===== config.mk =====
export PLATFORM = sky130hd
export DESIGN_NAME = uart_tx_frame
export DESIGN_NICKNAME = d
export VERILOG_FILES = /design/src/rtl/uart_tx_frame.sv
export SDC_FILE = /design/constraint.sdc
export NUM_CORES = 1
export LEC_CHECK = 0
export ABC_AREA = 1
export BUFFER_PORTS_ARGS = -buffer_cell sky130_fd_sc_hd__buf_2
export CORE_MARGIN = 8
export CORE_UTILIZATION = 40
export CTS_CLUSTER_DIAMETER = 150
export DETAILED_ROUTE_END_ITERATION = 6
export PLACE_DENSITY = 0.62
export SLEW_MARGIN = 0
export SYNTH_ARGS = -nofsm -noshare
export SYNTH_HDL_FRONTEND = slang
export SYNTH_SLANG_ARGS = --single-unit

===== constraint.sdc =====
create_clock -name ACLK -period 4.7 [get_ports ACLK]
set_input_delay 0.47 -clock ACLK [delete_from_list [all_inputs] [get_ports ACLK]]
set_output_delay 0.47 -clock ACLK [all_outputs]
set_load 0.03 [all_outputs]

===== src/rtl/uart_tx_frame.sv =====
`default_nettype none
// ============================================================================
// Module      : uart_tx_frame
// Description : UART transmit framer with an internal FIFO. Sends frames with
//               run-time data length (5..MAX_DATA_BITS), optional odd/even
//               parity, 1 or 2 stop bits, break generation, FIFO flush and
//               level/status outputs. Bit timing comes from tx_baud_pulse.
// Revision    : 1.0 - initial release
// ============================================================================
module uart_tx_frame #(
    parameter int MAX_DATA_BITS = 9,
    parameter int FIFO_DEPTH    = 16,
    parameter int LVL_W         = $clog2(FIFO_DEPTH) + 1
) (
    input  logic                     ACLK,
    input  logic                     ARESET,
    input  logic                     tx_baud_pulse,
    input  logic                     wr_valid,
    input  logic [MAX_DATA_BITS-1:0] wr_data,
    input  logic                     cfg_tx_en,
    input  logic [3:0]               cfg_data_bits,
    input  logic                     cfg_parity_en,
    input  logic                     cfg_parity_odd0_even1,
    input  logic                     cfg_stop2,
    input  logic                     cfg_break,
    input  logic                     fifo_flush,
    output logic                     UART_TX,
    output logic                     tx_ready,
    output logic                     tx_empty,
    output logic                     tx_busy,
    output logic [LVL_W-1:0]         fifo_level,
    output logic                     tx_done,
    output logic                     tx_overflow
);

    localparam int PTR_W = (FIFO_DEPTH > 1) ? $clog2(FIFO_DEPTH) : 1;

    typedef enum logic [2:0] {
        S_IDLE   = 3'd0,
        S_START  = 3'd1,
        S_DATA   = 3'd2,
        S_PARITY = 3'd3,
        S_STOP1  = 3'd4,
        S_STOP2  = 3'd5,
        S_BREAK  = 3'd6
    } state_t;

    state_t                   r_state;
    state_t                   w_state_nxt;

    // FIFO storage and bookkeeping
    logic [MAX_DATA_BITS-1:0] r_mem [FIFO_DEPTH];
    logic [PTR_W-1:0]         r_wr_ptr;
    logic [PTR_W-1:0]         r_rd_ptr;
    logic [LVL_W-1:0]         r_level;

    // Per-frame latched settings and shifter
    logic [MAX_DATA_BITS-1:0] r_shift;
    logic [3:0]               r_nbits;
    logic [3:0]               r_bit_cnt;
    logic                     r_par_en;
    logic                     r_par_bit;
    logic                     r_stop2;
    logic                     r_in_break;

    // Registered outputs
    logic                     r_tx;
    logic                     r_done;
    logic                     r_ovf;

    logic                     w_fifo_empty;
    logic                     w_fifo_full;
    logic                     w_pop;
    logic                     w_push;
    logic                     w_ovf;
    logic                     w_line;
    logic                     w_frame_end;
    logic                     w_break_entry;
    logic [3:0]               w_nbits_cfg;
    logic [MAX_DATA_BITS-1:0] w_mask;
    logic [MAX_DATA_BITS-1:0] w_head;
    logic                     w_par_xor;

    assign w_fifo_empty = (r_level == '0);
    assign w_fifo_full  = (r_level == LVL_W'(FIFO_DEPTH));
    assign w_head       = r_mem[r_rd_ptr];

    // A write that coincides with a pop always finds room; a flush swallows the write silently
    assign w_push = wr_valid && !fifo_flush && (!w_fifo_full || w_pop);
    assign w_ovf  = wr_valid && !fifo_flush && w_fifo_full && !w_pop;

    assign w_break_entry = (r_state == S_IDLE) && tx_baud_pulse && cfg_break;

    // Clamp the requested data length into the supported 5..MAX_DATA_BITS window
    always_comb begin
        if (cfg_data_bits < 4'd5) begin
            w_nbits_cfg = 4'd5;
        end else if (cfg_data_bits > 4'(MAX_DATA_BITS)) begin
            w_nbits_cfg = 4'(MAX_DATA_BITS);
        end else begin
            w_nbits_cfg = cfg_data_bits;
        end
    end

    // Parity covers only the active data bits of the head word
    always_comb begin
        w_mask = '0;
        for (int i = 0; i < MAX_DATA_BITS; i++) begin
            w_mask[i] = (i < int'(w_nbits_cfg));
        end
        w_par_xor = ^(w_head & w_mask);
    end

    // Next-state, pop strobe, line level and end-of-frame decode
    always_comb begin
        w_state_nxt = r_state;
        w_pop       = 1'b0;
        w_line      = 1'b1;
        w_frame_end = 1'b0;
        case (r_state)
            S_IDLE: begin
                w_line = 1'b1;
                if (tx_baud_pulse) begin
                    if (cfg_break) begin
                        w_state_nxt = S_BREAK;
                    end else if (!w_fifo_empty && cfg_tx_en) begin
                        w_state_nxt = S_START;
                        w_pop       = 1'b1;
                    end
                end
            end
            S_START: begin
                w_line = 1'b0;
                if (tx_baud_pulse) begin
                    w_state_nxt = S_DATA;
                end
            end
            S_DATA: begin
                w_line = r_shift[0];
                if (tx_baud_pulse && (r_bit_cnt == (r_nbits - 4'd1))) begin
                    w_state_nxt = r_par_en ? S_PARITY : S_STOP1;
                end
            end
            S_PARITY: begin
                w_line = r_par_bit;
                if (tx_baud_pulse) begin
                    w_state_nxt = S_STOP1;
                end
            end
            S_STOP1: begin
                w_line = 1'b1;
                if (tx_baud_pulse) begin
                    if (r_stop2) begin
                        w_state_nxt = S_STOP2;
                    end else begin
                        w_state_nxt = S_IDLE;
                        w_frame_end = !r_in_break;
                    end
                end
            end
            S_STOP2: begin
                w_line = 1'b1;
                if (tx_baud_pulse) begin
                    w_state_nxt = S_IDLE;
                    w_frame_end = !r_in_break;
                end
            end
            S_BREAK: begin
                w_line = 1'b0;
                if (tx_baud_pulse && !cfg_break) begin
                    w_state_nxt = S_STOP1;
                end
            end
            default: begin
                w_state_nxt = S_IDLE;
            end
        endcase
    end

    // State register
    always_ff @(posedge ACLK) begin
        if (ARESET) begin
            r_state <= S_IDLE;
        end else begin
            r_state <= w_state_nxt;
        end
    end

    // FIFO storage write port; contents need no reset since the level gates reads
    always_ff @(posedge ACLK) begin
        if (w_push) begin
            r_mem[r_wr_ptr] <= wr_data;
        end
    end

    // FIFO pointers and occupancy; flush clears them without touching the shifter
    always_ff @(posedge ACLK) begin
        if (ARESET || fifo_flush) begin
            r_wr_ptr <= '0;
            r_rd_ptr <= '0;
            r_level  <= '0;
        end else begin
            if (w_push) begin
                r_wr_ptr <= r_wr_ptr + PTR_W'(1);
            end
            if (w_pop) begin
                r_rd_ptr <= r_rd_ptr + PTR_W'(1);
            end
            case ({w_push, w_pop})
                2'b10:   r_level <= r_level + LVL_W'(1);
                2'b01:   r_level <= r_level - LVL_W'(1);
                default: r_level <= r_level;
            endcase
        end
    end

    // Frame datapath: latch word and settings at frame start, shift during DATA
    always_ff @(posedge ACLK) begin
        if (ARESET) begin
            r_shift    <= '0;
            r_nbits    <= 4'd5;
            r_bit_cnt  <= '0;
            r_par_en   <= 1'b0;
            r_par_bit  <= 1'b0;
            r_stop2    <= 1'b0;
            r_in_break <= 1'b0;
        end else if (w_pop) begin
            r_shift    <= w_head;
            r_nbits    <= w_nbits_cfg;
            r_bit_cnt  <= '0;
            r_par_en   <= cfg_parity_en;
            r_par_bit  <= cfg_parity_odd0_even1 ? w_par_xor : ~w_par_xor;
            r_stop2    <= cfg_stop2;
            r_in_break <= 1'b0;
        end else if (w_break_entry) begin
            // A break always finishes with a single stop period and no done pulse
            r_stop2    <= 1'b0;
            r_in_break <= 1'b1;
        end else if ((r_state == S_DATA) && tx_baud_pulse) begin
            r_shift    <= r_shift >> 1;
            r_bit_cnt  <= r_bit_cnt + 4'd1;
        end
    end

    // Registered line and status pulses
    always_ff @(posedge ACLK) begin
        if (ARESET) begin
            r_tx   <= 1'b1;
            r_done <= 1'b0;
            r_ovf  <= 1'b0;
        end else begin
            r_tx   <= w_line;
            r_done <= w_frame_end;
            r_ovf  <= w_ovf;
        end
    end

    assign UART_TX     = r_tx;
    assign tx_done     = r_done;
    assign tx_overflow = r_ovf;
    assign tx_ready    = !w_fifo_full;
    assign tx_empty    = w_fifo_empty && (r_state == S_IDLE);
    assign tx_busy     = (r_state != S_IDLE);
    assign fifo_level  = r_level;

endmodule
`default_nettype wire


* Word-level counts from Yosys, hierarchy flattened *
Memory sizes are Yosys's and may differ from the RTL's. A register that Yosys moved wholly into a read port is not among the register bits.
Cells that the tools add are included.

word-level totals
  output and inout port bits = 11
  RAM bits = 144
  input port bits = 23
  register bits after elaboration = 40
  memories = 1

cells by class
  equality and inequality tests = 19
  order comparisons = 11
  reduce and logical (&&, ||, !) cells = 31
  bitwise operators = 3
  multiplexer cells = 34
  add/sub/neg operators = 6

memories
  name   depth  bits a word  read ports  clocked after Yosys merged registers in  write ports  RTL line  RTL
  r_mem  16     9            1           1                                        1            52        logic [MAX_DATA_BITS-1:0] r_mem [FIFO_DEPTH];

operator list
  kind                                                       number
  2-to-1 mux 3 bit                                           11
  2-to-1 mux 9 bit                                           3
  one-hot mux 3 bit (7 select lines)                         1
  less-than comparator 3 x 4 -> 1 bit, first input constant  4
  2-to-1 mux 4 bit                                           4
  inequality test 2 bit, second input constant               8
  adder 4 x 1 -> 4 bit, second input constant                3
  2-to-1 mux 1 bit                                           12
  logical AND 1 bit                                          11
  one-hot mux 5 bit (2 select lines)                         1
  bitwise AND 9 bit                                          1
  equality test 3 bit, second input constant                 3
  XOR reduction 9 bit                                        1
  less-than comparator 1 x 4 -> 1 bit, first input constant  2
  less-than comparator 2 x 4 -> 1 bit, first input constant  2
  AND reduction 8 bit                                        1
  equality test 3 x 2 -> 1 bit, second input constant        2
  zero test 1 bit                                            6
  nonzero test 2 bit                                         3
  adder 5 x 1 -> 5 bit, second input constant                1
  equality test 5 bit, second input constant                 1
  zero test 5 bit                                            1
  subtractor 5 x 1 -> 5 bit, second input constant           1
  equality test 4 bit                                        1
  16 further kinds                                           20

* Logic depth before layout (Yosys ltp) *
Gate-level depths: netlist (run 1).

  depth in word-level cells = 11
  mapped depth = 20

* Least setup slack after synthesis (run 1) *
OpenSTA, ideal clock, no wires.

  kind = register to register
  start point = register r_level[0] (netlist: fifo_level[0])
  end point = register r_level[4] (netlist: fifo_level[4])
  cell stages (with the launch flop) = 16
  setup time = 0.116 ns
  path slack = 2.338 ns
  data required time = 4.584 ns
  data arrival time = 2.246 ns
  buffers on the path = 0
  clock period less this slack = 2.362 ns
  path through = dfxtp_1 nor4_2 nand2_1 nand4_2 inv_1 nand2_1 inv_1 ha_1 inv_1 o21bai_1 a31oi_1 inv_1 nand2_1 nand3_1 nand2_1 nor2_1

between the ends
  word-level cells in the longest chain between the ends = 11
  elaborated cells between the ends (all ways) = 17
  those cells by class = 2 x add/sub; 3 x eq/ne; 5 x mux; 7 x reduce/logical

RTL lines
  element                                                                   RTL line  RTL
  start: declaration                                                        55        logic [LVL_W-1:0] r_level;
  start signal: assignment                                                  210       2'b10: r_level <= r_level + LVL_W'(1);
  start signal: assignment                                                  211       2'b01: r_level <= r_level - LVL_W'(1);
  start signal: assignment                                                  212       default: r_level <= r_level;
  zero test 5 bit                                                           84        assign w_fifo_empty = (r_level == '0);
  zero test 1 bit                                                           126       end else if (!w_fifo_empty && cfg_tx_en) begin
  logical AND 1 bit                                                         126
  2-to-1 mux 1 bit                                                          126
  2-to-1 mux 1 bit                                                          124       if (cfg_break) begin
  2-to-1 mux 1 bit                                                          123       if (tx_baud_pulse) begin
  2-to-1 mux 1 bit                                                          120       case (r_state)
  logical OR 1 bit                                                          89        assign w_push = wr_valid && !fifo_flush && (!w_fifo_full || w_pop);
  logical AND 1 bit                                                         89
  equality test 2 x 1 -> 1 bit or equality test 2 bit (tied branches)       209       case ({w_push, w_pop})
  one-hot mux 5 bit (2 select lines) or nonzero test 2 bit (tied branches)  --

Parallel ways exist; a longest one is shown, timed or not.
A chain may end at the register's enable or synchronous reset.

* Final worst setup path (run 1) *
  start point = register r_state[0]
  end point = memory r_mem[3][6] (enable)

between the ends
  word-level cells in the longest chain between the ends = 6

RTL lines
  element                                 RTL line  RTL
  start: declaration                      48        state_t r_state;
  start signal: assignment                185       r_state <= w_state_nxt;
  zero test 3 bit                         120
  2-to-1 mux 1 bit                        120
  logical OR 1 bit                        89
  logical AND 1 bit                       89
  2-to-1 mux 1 bit                        191       if (w_push) begin
  2-to-1 mux 1 bit (implied by the code)  192       r_mem[r_wr_ptr] <= wr_data;
  end: declaration                        52

Every way passes these cells.

==> flow_results.xml, run 1 <==
<?xml version="1.0" encoding="UTF-8"?>
<metrics>
  <group name="global_route">
    <metric name="wire_length_of_the_first_global_routing_pass" unit="microns">29900</metric>
    <metric name="track_usage" unit="%">14.8</metric>
    <metric name="number_of_antenna_violations_at_the_first_check_in_global_routing" unit="">0</metric>
    <metric name="via_count_of_the_first_global_routing_pass" unit="">5590</metric>
    <metric name="gr-total-overflow" unit="">0</metric>
    <metric name="grt_max_degree" unit="">78</metric>
  </group>
  <group name="synthesis">
    <metric name="synth.area.top_cells" unit="">sky130_fd_sc_hd__edfxtp_1 (51%), sky130_fd_sc_hd__nand2_1 (11%), sky130_fd_sc_hd__dfxtp_1 (10%)</metric>
    <metric name="synthSimpleGateAreaFrac" unit="%">21.8</metric>
    <metric name="most_repeated_cell_in_the_gate_level_netlist_after_synthesis" unit="">sky130_fd_sc_hd__nand2_1</metric>
    <metric name="synth.net_count" unit="">906</metric>
    <metric name="post_synth_top_area_share" unit="%">51.5</metric>
    <metric name="yosys_warnings" unit="">0</metric>
    <metric name="synth_top_family_by_area" unit="">simple AND/OR/NAND/NOR gates</metric>
    <metric name="synth_xor_xnor_area_share" unit="%">0.730</metric>
    <metric name="ys_flop_type" unit="">sky130_fd_sc_hd__edfxtp_1</metric>
    <metric name="synthesis.instances" unit="">872</metric>
    <metric name="yosys_register_bits" unit="">188</metric>
    <metric name="synth_compound_gate_area_share" unit="%">6.57</metric>
    <metric name="synthAdderAreaFrac" unit="%">1.73</metric>
    <metric name="netlist_top_cells_count" unit="">sky130_fd_sc_hd__nand2_1 (252), sky130_fd_sc_hd__edfxtp_1 (144), sky130_fd_sc_hd__inv_1 (90)</metric>
    <metric name="yosysTopAreaCell" unit="">sky130_fd_sc_hd__edfxtp_1</metric>
    <metric name="synth.lib_cells_used.distinct" unit="">47</metric>
    <metric name="synth_enable_flop_cells" unit="">144</metric>
    <metric name="synth_area" unit="sq mm">0.00840</metric>
    <metric name="synth.area.mux_share" unit="%">0</metric>
    <metric name="synthesized_area_divided_by_synthesized_cell_count" unit="sq um">9.63</metric>
    <metric name="async_set_or_reset_flop_fraction_in_the_synthesized_netlist" unit="%">0</metric>
    <metric name="synth.yosys.seq_area_share" unit="%">62.0</metric>
  </group>
  <group name="clock_tree">
    <metric name="clk_path_buf_depth" unit="">2</metric>
    <metric name="cts-buffers-inserted" unit="">17</metric>
    <metric name="cts.repair_timing.setup_buffer_count" unit="">0</metric>
    <metric name="clock_tree_from_tritoncts" unit="">done</metric>
    <metric name="ctsHoldBuffers" unit="">0</metric>
    <metric name="clock_tree.htree_level_count" unit="">4</metric>
    <metric name="cts_sinks" unit="">188</metric>
    <metric name="clk_root_buffer_cell" unit="">sky130_fd_sc_hd__clkbuf_16</metric>
    <metric name="clk_latency" unit="ps">430</metric>
    <metric name="clock_transition_at_the_registers_of_the_reported_paths" unit="ps">60</metric>
    <metric name="postCtsResizedCells" unit="">0</metric>
  </group>
  <group name="floorplan">
    <metric name="placementRows" unit="">53</metric>
    <metric name="die_area" unit="sq mm">0.0259</metric>
    <metric name="top_level_ports" unit="">34</metric>
    <metric name="die_x" unit="microns">161</metric>
    <metric name="fp.dieH" unit="microns">161</metric>
    <metric name="floorplan.initialDensity" unit="%">40.3</metric>
    <metric name="floorplan.core_area" unit="sq mm">0.0208</metric>
  </group>
  <group name="worst_setup_path">
    <metric name="rr_endpoint" unit="">r_mem[3][6]</metric>
    <metric name="startpoint_type" unit="">register</metric>
    <metric name="path_depth" unit="">9</metric>
    <metric name="reg2regPathDepth" unit="">9</metric>
    <metric name="critPathMostFrequentCell" unit="">sky130_fd_sc_hd__nor2_1</metric>
    <metric name="path_delay_family" unit="">simple AND/OR/NAND/NOR gates</metric>
    <metric name="reg2reg_setup_slack" unit="ps">1820</metric>
    <metric name="path_cells" unit="">nor2_1 &gt; inv_1 &gt; nor2_1 &gt; nand4_2 &gt; nand3_1 &gt; nand3_2 &gt; nor2_1 &gt; inv_1 &gt; nor2_1</metric>
    <metric name="timing.critical_path.fanout_max" unit="">14</metric>
    <metric name="critical_path_class" unit="">register to register</metric>
    <metric name="critical_path.endpoint_type" unit="">register</metric>
    <metric name="crit_slowest_cell" unit="">sky130_fd_sc_hd__nor2_1</metric>
    <metric name="reg2reg_from" unit="">r_state[0]</metric>
    <metric name="crit_start" unit="">r_state[0]</metric>
    <metric name="arrival" unit="ps">2920</metric>
    <metric name="critical_path_buf_inv_count" unit="">2</metric>
    <metric name="critical_path.max_stage_delay" unit="ps">810</metric>
    <metric name="required_time_of_the_critical_path" unit="ps">4750</metric>
  </group>
  <group name="routing">
    <metric name="avgRoutedWirePerCell" unit="microns">16.0</metric>
    <metric name="via_per_inst" unit="">4.93</metric>
    <metric name="drtAntennaViolNets" unit="">0</metric>
    <metric name="drt_first_pass_iters" unit="">5</metric>
    <metric name="route.vias.total" unit="">5822</metric>
    <metric name="dr.first_iter.drc_count" unit="">577</metric>
    <metric name="drc_errors" unit="">0</metric>
    <metric name="total_detailed_routing_wirelength" unit="microns">18900</metric>
  </group>
  <group name="layout">
    <metric name="area.growth.synth_to_final" unit="%">10.2</metric>
    <metric name="antenna-diode-count" unit="">0</metric>
    <metric name="final_layout_size_suffix_gt1_share" unit="%">9.49</metric>
    <metric name="fillCellCount" unit="">2007</metric>
    <metric name="nets" unit="">928</metric>
  </group>
  <group name="power">
    <metric name="powerDensity" unit="mW/mm^2">389</metric>
    <metric name="internal-power" unit="mW">2.68</metric>
    <metric name="ir_drop" unit="uV">244</metric>
    <metric name="power_spent_charging_and_discharging_nets" unit="mW">0.921</metric>
    <metric name="switching_share" unit="%">25.6</metric>
    <metric name="power.static_leakage" unit="nW">3.72</metric>
    <metric name="comb_power_share" unit="%">10.4</metric>
    <metric name="power.share.sequential" unit="%">51.8</metric>
    <metric name="clock_power_share" unit="%">37.8</metric>
  </group>
  <group name="min_path">
    <metric name="holdPathStages" unit="">3</metric>
    <metric name="hold_path_class" unit="">primary input to register</metric>
    <metric name="hold_start" unit="">cfg_stop2</metric>
    <metric name="worstHoldEndpoint" unit="">r_stop2</metric>
  </group>
  <group name="timing">
    <metric name="setup-violations-final" unit="">0</metric>
    <metric name="rsz0062_at_grt" unit="">no</metric>
    <metric name="timing.final.hold_violations" unit="">0</metric>
    <metric name="tightest_slew" unit="ps">1070</metric>
    <metric name="clock-skew-final" unit="ps">12.1</metric>
    <metric name="report.final.slew_viol_count" unit="">0</metric>
    <metric name="max_clock_freq" unit="MHz">348</metric>
    <metric name="fin_setup_tns" unit="ps">0</metric>
    <metric name="holdWs" unit="ps">289</metric>
    <metric name="layout_min_cycle_time" unit="ps">2880</metric>
    <metric name="setup_ws" unit="ps">1820</metric>
    <metric name="timing.final.crit_share" unit="%">61.2</metric>
    <metric name="slew_headroom" unit="%">28.6</metric>
  </group>
  <group name="place">
    <metric name="placement.io_buffers" unit="">33</metric>
    <metric name="dpl.hpwl" unit="microns">11900</metric>
    <metric name="post_place_worst_slack" unit="ps">1720</metric>
    <metric name="routabilityCongestion" unit="">0.849</metric>
  </group>
  <group name="status">
    <metric name="status" unit="">finished, final reports clean</metric>
  </group>
  <group name="run">
    <metric name="drv_cap" unit="">0</metric>
  </group>
</metrics>
## sequential cells by signal (all words and copies together) (netlist names), 3 cells and up, named ones only
register / cells
r_shift: 9
r_mem: 144
r_wr_ptr: 4
r_rd_ptr: 4
r_state: 3
r_bit_cnt: 4
fifo_level: 5
r_nbits: 4
## power groups by stage
stage	logic [mW]	registers, mW	clock network, mW
after CTS	0.375	1.86	1.38
final	0.373	1.86	1.36
after global routing	0.424	1.87	1.44
after floorplan	0.262	1.90	0
after global placement	0.373	1.90	0
after detailed placement	0.373	1.90	0
## kinds of logic (layout without fill, tap and decap cells)
group / count (synthesis) / in the layout
fa+ha+maj: 11 / 11
xor+xnor: 7 / 7
flops: 188 / 188
simple gates: 439 / 439
buf+inv: 134 / 168
compound gates: 93 / 93
## worst min-delay path, stage by stage
cell and delay [ps]:
sky130_fd_sc_hd__buf_2 70, sky130_fd_sc_hd__nand3_1 60, sky130_fd_sc_hd__o21ai_0 70
## layer usage
metal  routed length, microns  track usage, %
met5                        0               0
met4                      194            4.42
met3                      914            3.17
met1                     8750            19.2
met2                     8990            24.3
## stage by stage
step | util (%) | std cells | instance area, sq um | total power [mW]
after floorplan | - | 872 | 8400 | 2.16
after global placement | 41.8 | 1150 | 8710 | 2.27
after detailed placement | 41.8 | 1150 | 8710 | 2.27
after CTS | 44.5 | 1181 | 9260 | 3.62
after global routing | 44.5 | 1181 | 9260 | 3.74
final | 44.5 | 1181 | 9260 | 3.60
## cell type report
type | instances | area (sq um) | share of cell area, %
flip-flops and latches | 188 | 5210 | 56.2
clock buffers | 20 | 437 | 4.72
inverters | 100 | 378 | 4.08
clock inverters | 11 | 110 | 1.19
multi-input cells | 550 | 2590 | 27.9
repair buffers | 37 | 195 | 2.11
well taps | 275 | 344 | 3.72
## worst max-delay path by stage
stage                    end  slack (ps)
3_5_place_dp     r_mem[3][3]        1720
2_1_floorplan  fifo_level[4]        2340
3_3_place_gp     r_mem[3][3]        1760
4_1_cts          r_mem[3][6]        1800
6_report         r_mem[3][6]        1820
5_1_grt          r_mem[1][5]        1560
## placed cells by master, fill, tap and decap left out, types with 4 or more instances in the layout
| cell | count |
|---|---|
| sky130_fd_sc_hd__nand2_1 | 252 |
| sky130_fd_sc_hd__ha_1 | 10 |
| sky130_fd_sc_hd__o21ai_0 | 38 |
| sky130_fd_sc_hd__inv_2 | 8 |
| sky130_fd_sc_hd__edfxtp_1 | 144 |
| sky130_fd_sc_hd__o21ai_1 | 4 |
| sky130_fd_sc_hd__buf_2 | 33 |
| sky130_fd_sc_hd__nor2_1 | 80 |
| sky130_fd_sc_hd__a21oi_1 | 21 |
| sky130_fd_sc_hd__a211oi_1 | 4 |
| sky130_fd_sc_hd__inv_6 | 4 |
| sky130_fd_sc_hd__clkbuf_16 | 17 |
| sky130_fd_sc_hd__nand3_1 | 84 |
| sky130_fd_sc_hd__nor3_1 | 5 |
| sky130_fd_sc_hd__dfxtp_1 | 43 |
| sky130_fd_sc_hd__xnor2_1 | 4 |
| sky130_fd_sc_hd__inv_1 | 90 |
| sky130_fd_sc_hd__buf_4 | 4 |
| sky130_fd_sc_hd__o211ai_1 | 11 |
Note: power is estimated with default switching activity, not from simulation.
==> inputs of run 2 (changes only) <==
- clock period: 4.7 -> 3.02 ns (I/O delays scaled with it)
==> run 2 against run 1 <==
Against the previous run:
- core utilization grew 0.90 points
- clock power rose by 63%
- hold slack worse by 170 ps
- critical path depth increased by 7
- sequential power is 56% higher
==> flow_results.xml, run 2 (synthesis gave the netlist of run 1 again) <==
<?xml version="1.0" encoding="UTF-8"?>
<metrics>
  <group name="floorplan">
    <metric name="placementRows" unit="">53</metric>
    <metric name="top_level_ports" unit="">34</metric>
    <metric name="fp.dieH" unit="microns">161</metric>
    <metric name="die_x" unit="microns">161</metric>
    <metric name="die_area" unit="sq mm">0.0259</metric>
    <metric name="floorplan.initialDensity" unit="%">40.3</metric>
    <metric name="floorplan.core_area" unit="sq mm">0.0208</metric>
  </group>
  <group name="place">
    <metric name="post_place_worst_slack" unit="ps">463</metric>
    <metric name="dpl.hpwl" unit="microns">12100</metric>
    <metric name="routabilityCongestion" unit="">0.849</metric>
    <metric name="numPlacedInstances" unit="">1168</metric>
    <metric name="instance_area_after_placement" unit="sq mm">0.00885</metric>
    <metric name="placement.io_buffers" unit="">33</metric>
  </group>
  <group name="routing">
    <metric name="drc_errors" unit="">0</metric>
    <metric name="drtAntennaViolNets" unit="">0</metric>
    <metric name="route.vias.total" unit="">5803</metric>
    <metric name="via_per_inst" unit="">4.84</metric>
    <metric name="drt_first_pass_iters" unit="">5</metric>
    <metric name="avgRoutedWirePerCell" unit="microns">15.9</metric>
    <metric name="dr.first_iter.drc_count" unit="">485</metric>
    <metric name="total_detailed_routing_wirelength" unit="microns">19000</metric>
  </group>
  <group name="clock_tree">
    <metric name="cts_sinks" unit="">188</metric>
    <metric name="clk_path_buf_depth" unit="">2</metric>
    <metric name="clock_transition_at_the_registers_of_the_reported_paths" unit="ps">80</metric>
    <metric name="clk_latency" unit="ps">440</metric>
    <metric name="clk_root_buffer_cell" unit="">sky130_fd_sc_hd__clkbuf_16</metric>
    <metric name="cts.repair_timing.setup_buffer_count" unit="">0</metric>
    <metric name="clock_tree.htree_level_count" unit="">4</metric>
    <metric name="ctsHoldBuffers" unit="">0</metric>
    <metric name="clock_tree_from_tritoncts" unit="">done</metric>
    <metric name="cts-buffers-inserted" unit="">17</metric>
    <metric name="postCtsResizedCells" unit="">0</metric>
  </group>
  <group name="worst_setup_path">
    <metric name="critical_path_class" unit="">register to register</metric>
    <metric name="reg2reg_from" unit="">fifo_level[0]</metric>
    <metric name="startpoint_type" unit="">register</metric>
    <metric name="critical_path.endpoint_type" unit="">register</metric>
    <metric name="timing.critical_path.fanout_max" unit="">13</metric>
    <metric name="required_time_of_the_critical_path" unit="ps">3340</metric>
    <metric name="arrival" unit="ps">2880</metric>
    <metric name="crit_start" unit="">fifo_level[0]</metric>
  </group>
  <group name="layout">
    <metric name="nets" unit="">946</metric>
    <metric name="instances_no_fill" unit="">1200</metric>
    <metric name="multiInputGateArea" unit="sq mm">0.00259</metric>
    <metric name="area.growth.synth_to_final" unit="%">12.4</metric>
    <metric name="registers.top_by_ff_count" unit="">r_mem</metric>
    <metric name="antenna-diode-count" unit="">0</metric>
    <metric name="fillCellCount" unit="">1988</metric>
    <metric name="final_layout_size_suffix_gt1_share" unit="%">11.8</metric>
    <metric name="mostFrequentLayoutCell" unit="">sky130_fd_sc_hd__nand2_1</metric>
    <metric name="final-seq-area" unit="sq mm">0.00521</metric>
    <metric name="final_area" unit="sq mm">0.00944</metric>
    <metric name="most-common-layout-cells" unit="">sky130_fd_sc_hd__nand2_1 (252), sky130_fd_sc_hd__edfxtp_1 (144), sky130_fd_sc_hd__inv_1 (90), sky130_fd_sc_hd__nand3_1 (84), sky130_fd_sc_hd__nor2_1 (80)</metric>
    <metric name="largest_reg_flops" unit="">144</metric>
  </group>
  <group name="global_route">
    <metric name="number_of_antenna_violations_at_the_first_check_in_global_routing" unit="">0</metric>
    <metric name="grt_max_degree" unit="">68</metric>
    <metric name="gr-total-overflow" unit="">0</metric>
    <metric name="wire_length_of_the_first_global_routing_pass" unit="microns">30600</metric>
    <metric name="track_usage" unit="%">15.0</metric>
    <metric name="via_count_of_the_first_global_routing_pass" unit="">5658</metric>
  </group>
  <group name="timing">
    <metric name="rsz0062_at_grt" unit="">no</metric>
    <metric name="fin_setup_tns" unit="ps">0</metric>
    <metric name="setup_ws" unit="ps">460</metric>
    <metric name="report.final.slew_viol_count" unit="">0</metric>
    <metric name="slew_headroom" unit="%">29.5</metric>
    <metric name="clock-skew-final" unit="ps">14.5</metric>
    <metric name="timing.final.hold_violations" unit="">0</metric>
    <metric name="timing.final.crit_share" unit="%">84.8</metric>
    <metric name="tightest_slew" unit="ps">1050</metric>
    <metric name="layout_min_cycle_time" unit="ps">2560</metric>
    <metric name="max_clock_freq" unit="MHz">391</metric>
    <metric name="setup-violations-final" unit="">0</metric>
  </group>
  <group name="min_path">
    <metric name="hold_start" unit="">cfg_stop2</metric>
    <metric name="hold_path_class" unit="">primary input to register</metric>
  </group>
  <group name="run">
    <metric name="drv_cap" unit="">0</metric>
  </group>
  <group name="power">
    <metric name="ir_drop" unit="uV">364</metric>
    <metric name="power.static_leakage" unit="nW">3.83</metric>
    <metric name="powerDensity" unit="mW/mm^2">604</metric>
  </group>
  <group name="status">
    <metric name="status" unit="">finished, final reports clean</metric>
  </group>
</metrics>
[run 2: cell count changes in the layout (fill, tap and decap cells not counted)]
cell / change
sky130_fd_sc_hd__bufinv_16: -1
sky130_fd_sc_hd__clkinv_8: +6
sky130_fd_sc_hd__inv_6: +1
sky130_fd_sc_hd__clkinvlp_4: +1
sky130_fd_sc_hd__buf_4: +18
sky130_fd_sc_hd__clkbuf_1: -3
sky130_fd_sc_hd__clkinv_4: -2
sky130_fd_sc_hd__clkinv_1: -1
[run 2: worst max-delay path: stages, from the launching register on]
cell and delay (ps):
sky130_fd_sc_hd__dfxtp_1 360, sky130_fd_sc_hd__nor4_2 380, sky130_fd_sc_hd__nand2_1 170, sky130_fd_sc_hd__nand4_2 110
sky130_fd_sc_hd__buf_4 180, sky130_fd_sc_hd__inv_1 70, sky130_fd_sc_hd__nand2_1 140, sky130_fd_sc_hd__inv_1 110
sky130_fd_sc_hd__ha_1 300, sky130_fd_sc_hd__inv_1 90, sky130_fd_sc_hd__o21bai_1 70, sky130_fd_sc_hd__a31oi_1 180
sky130_fd_sc_hd__inv_1 60, sky130_fd_sc_hd__nand2_1 80, sky130_fd_sc_hd__nand3_1 60, sky130_fd_sc_hd__nand2_1 60
sky130_fd_sc_hd__nor2_1 40
[run 2: metal layers]
layer / up-vias / global-route usage, % / routed length (microns)
li1: 2970 / - / -
met1: 2659 / 19.6 / 8830
met3: 22 / 3.58 / 1050
met5: - / 0 / 0
met4: 0 / 4.29 / 303
met2: 152 / 24.5 / 8840
[run 2: final timing paths]
| path | endpoint | cells after the start | slack [ps] |
|---|---|---|---|
| max | fifo_level[4] | 16 | 460 |
| min | r_stop2 | 3 | 120 |
| max reg2reg | fifo_level[4] | 16 | 460 |
| min reg2reg | tx_done | 1 | 450 |
[run 2: final cells by class]
type                            instances  share of cell area, %
Multi-Input combinational cell        550                   27.4
Timing Repair Buffer                   55                   3.50
Clock buffer                           17                   4.50
Clock inverter                         15                   1.83
Tap cell                              275                   3.64
Sequential cell                       188                   55.1
Inverter                              100                   4.00
[run 2: power by group]
group          switching, mW  total, mW  internal (mW)
registers             0.0516       2.90           2.85
clock network           1.10       2.21           1.11
logic                  0.416      0.591          0.175
[run 2: stage by stage]
step	util [%]	hold slack [ps]	total power, mW
final	45.4	122	5.70
after global routing	45.4	126	5.94
after CTS	45.4	99.2	5.75
after detailed placement	42.5	451	3.55
after global placement	42.5	445	3.54
after floorplan	-	401	3.37
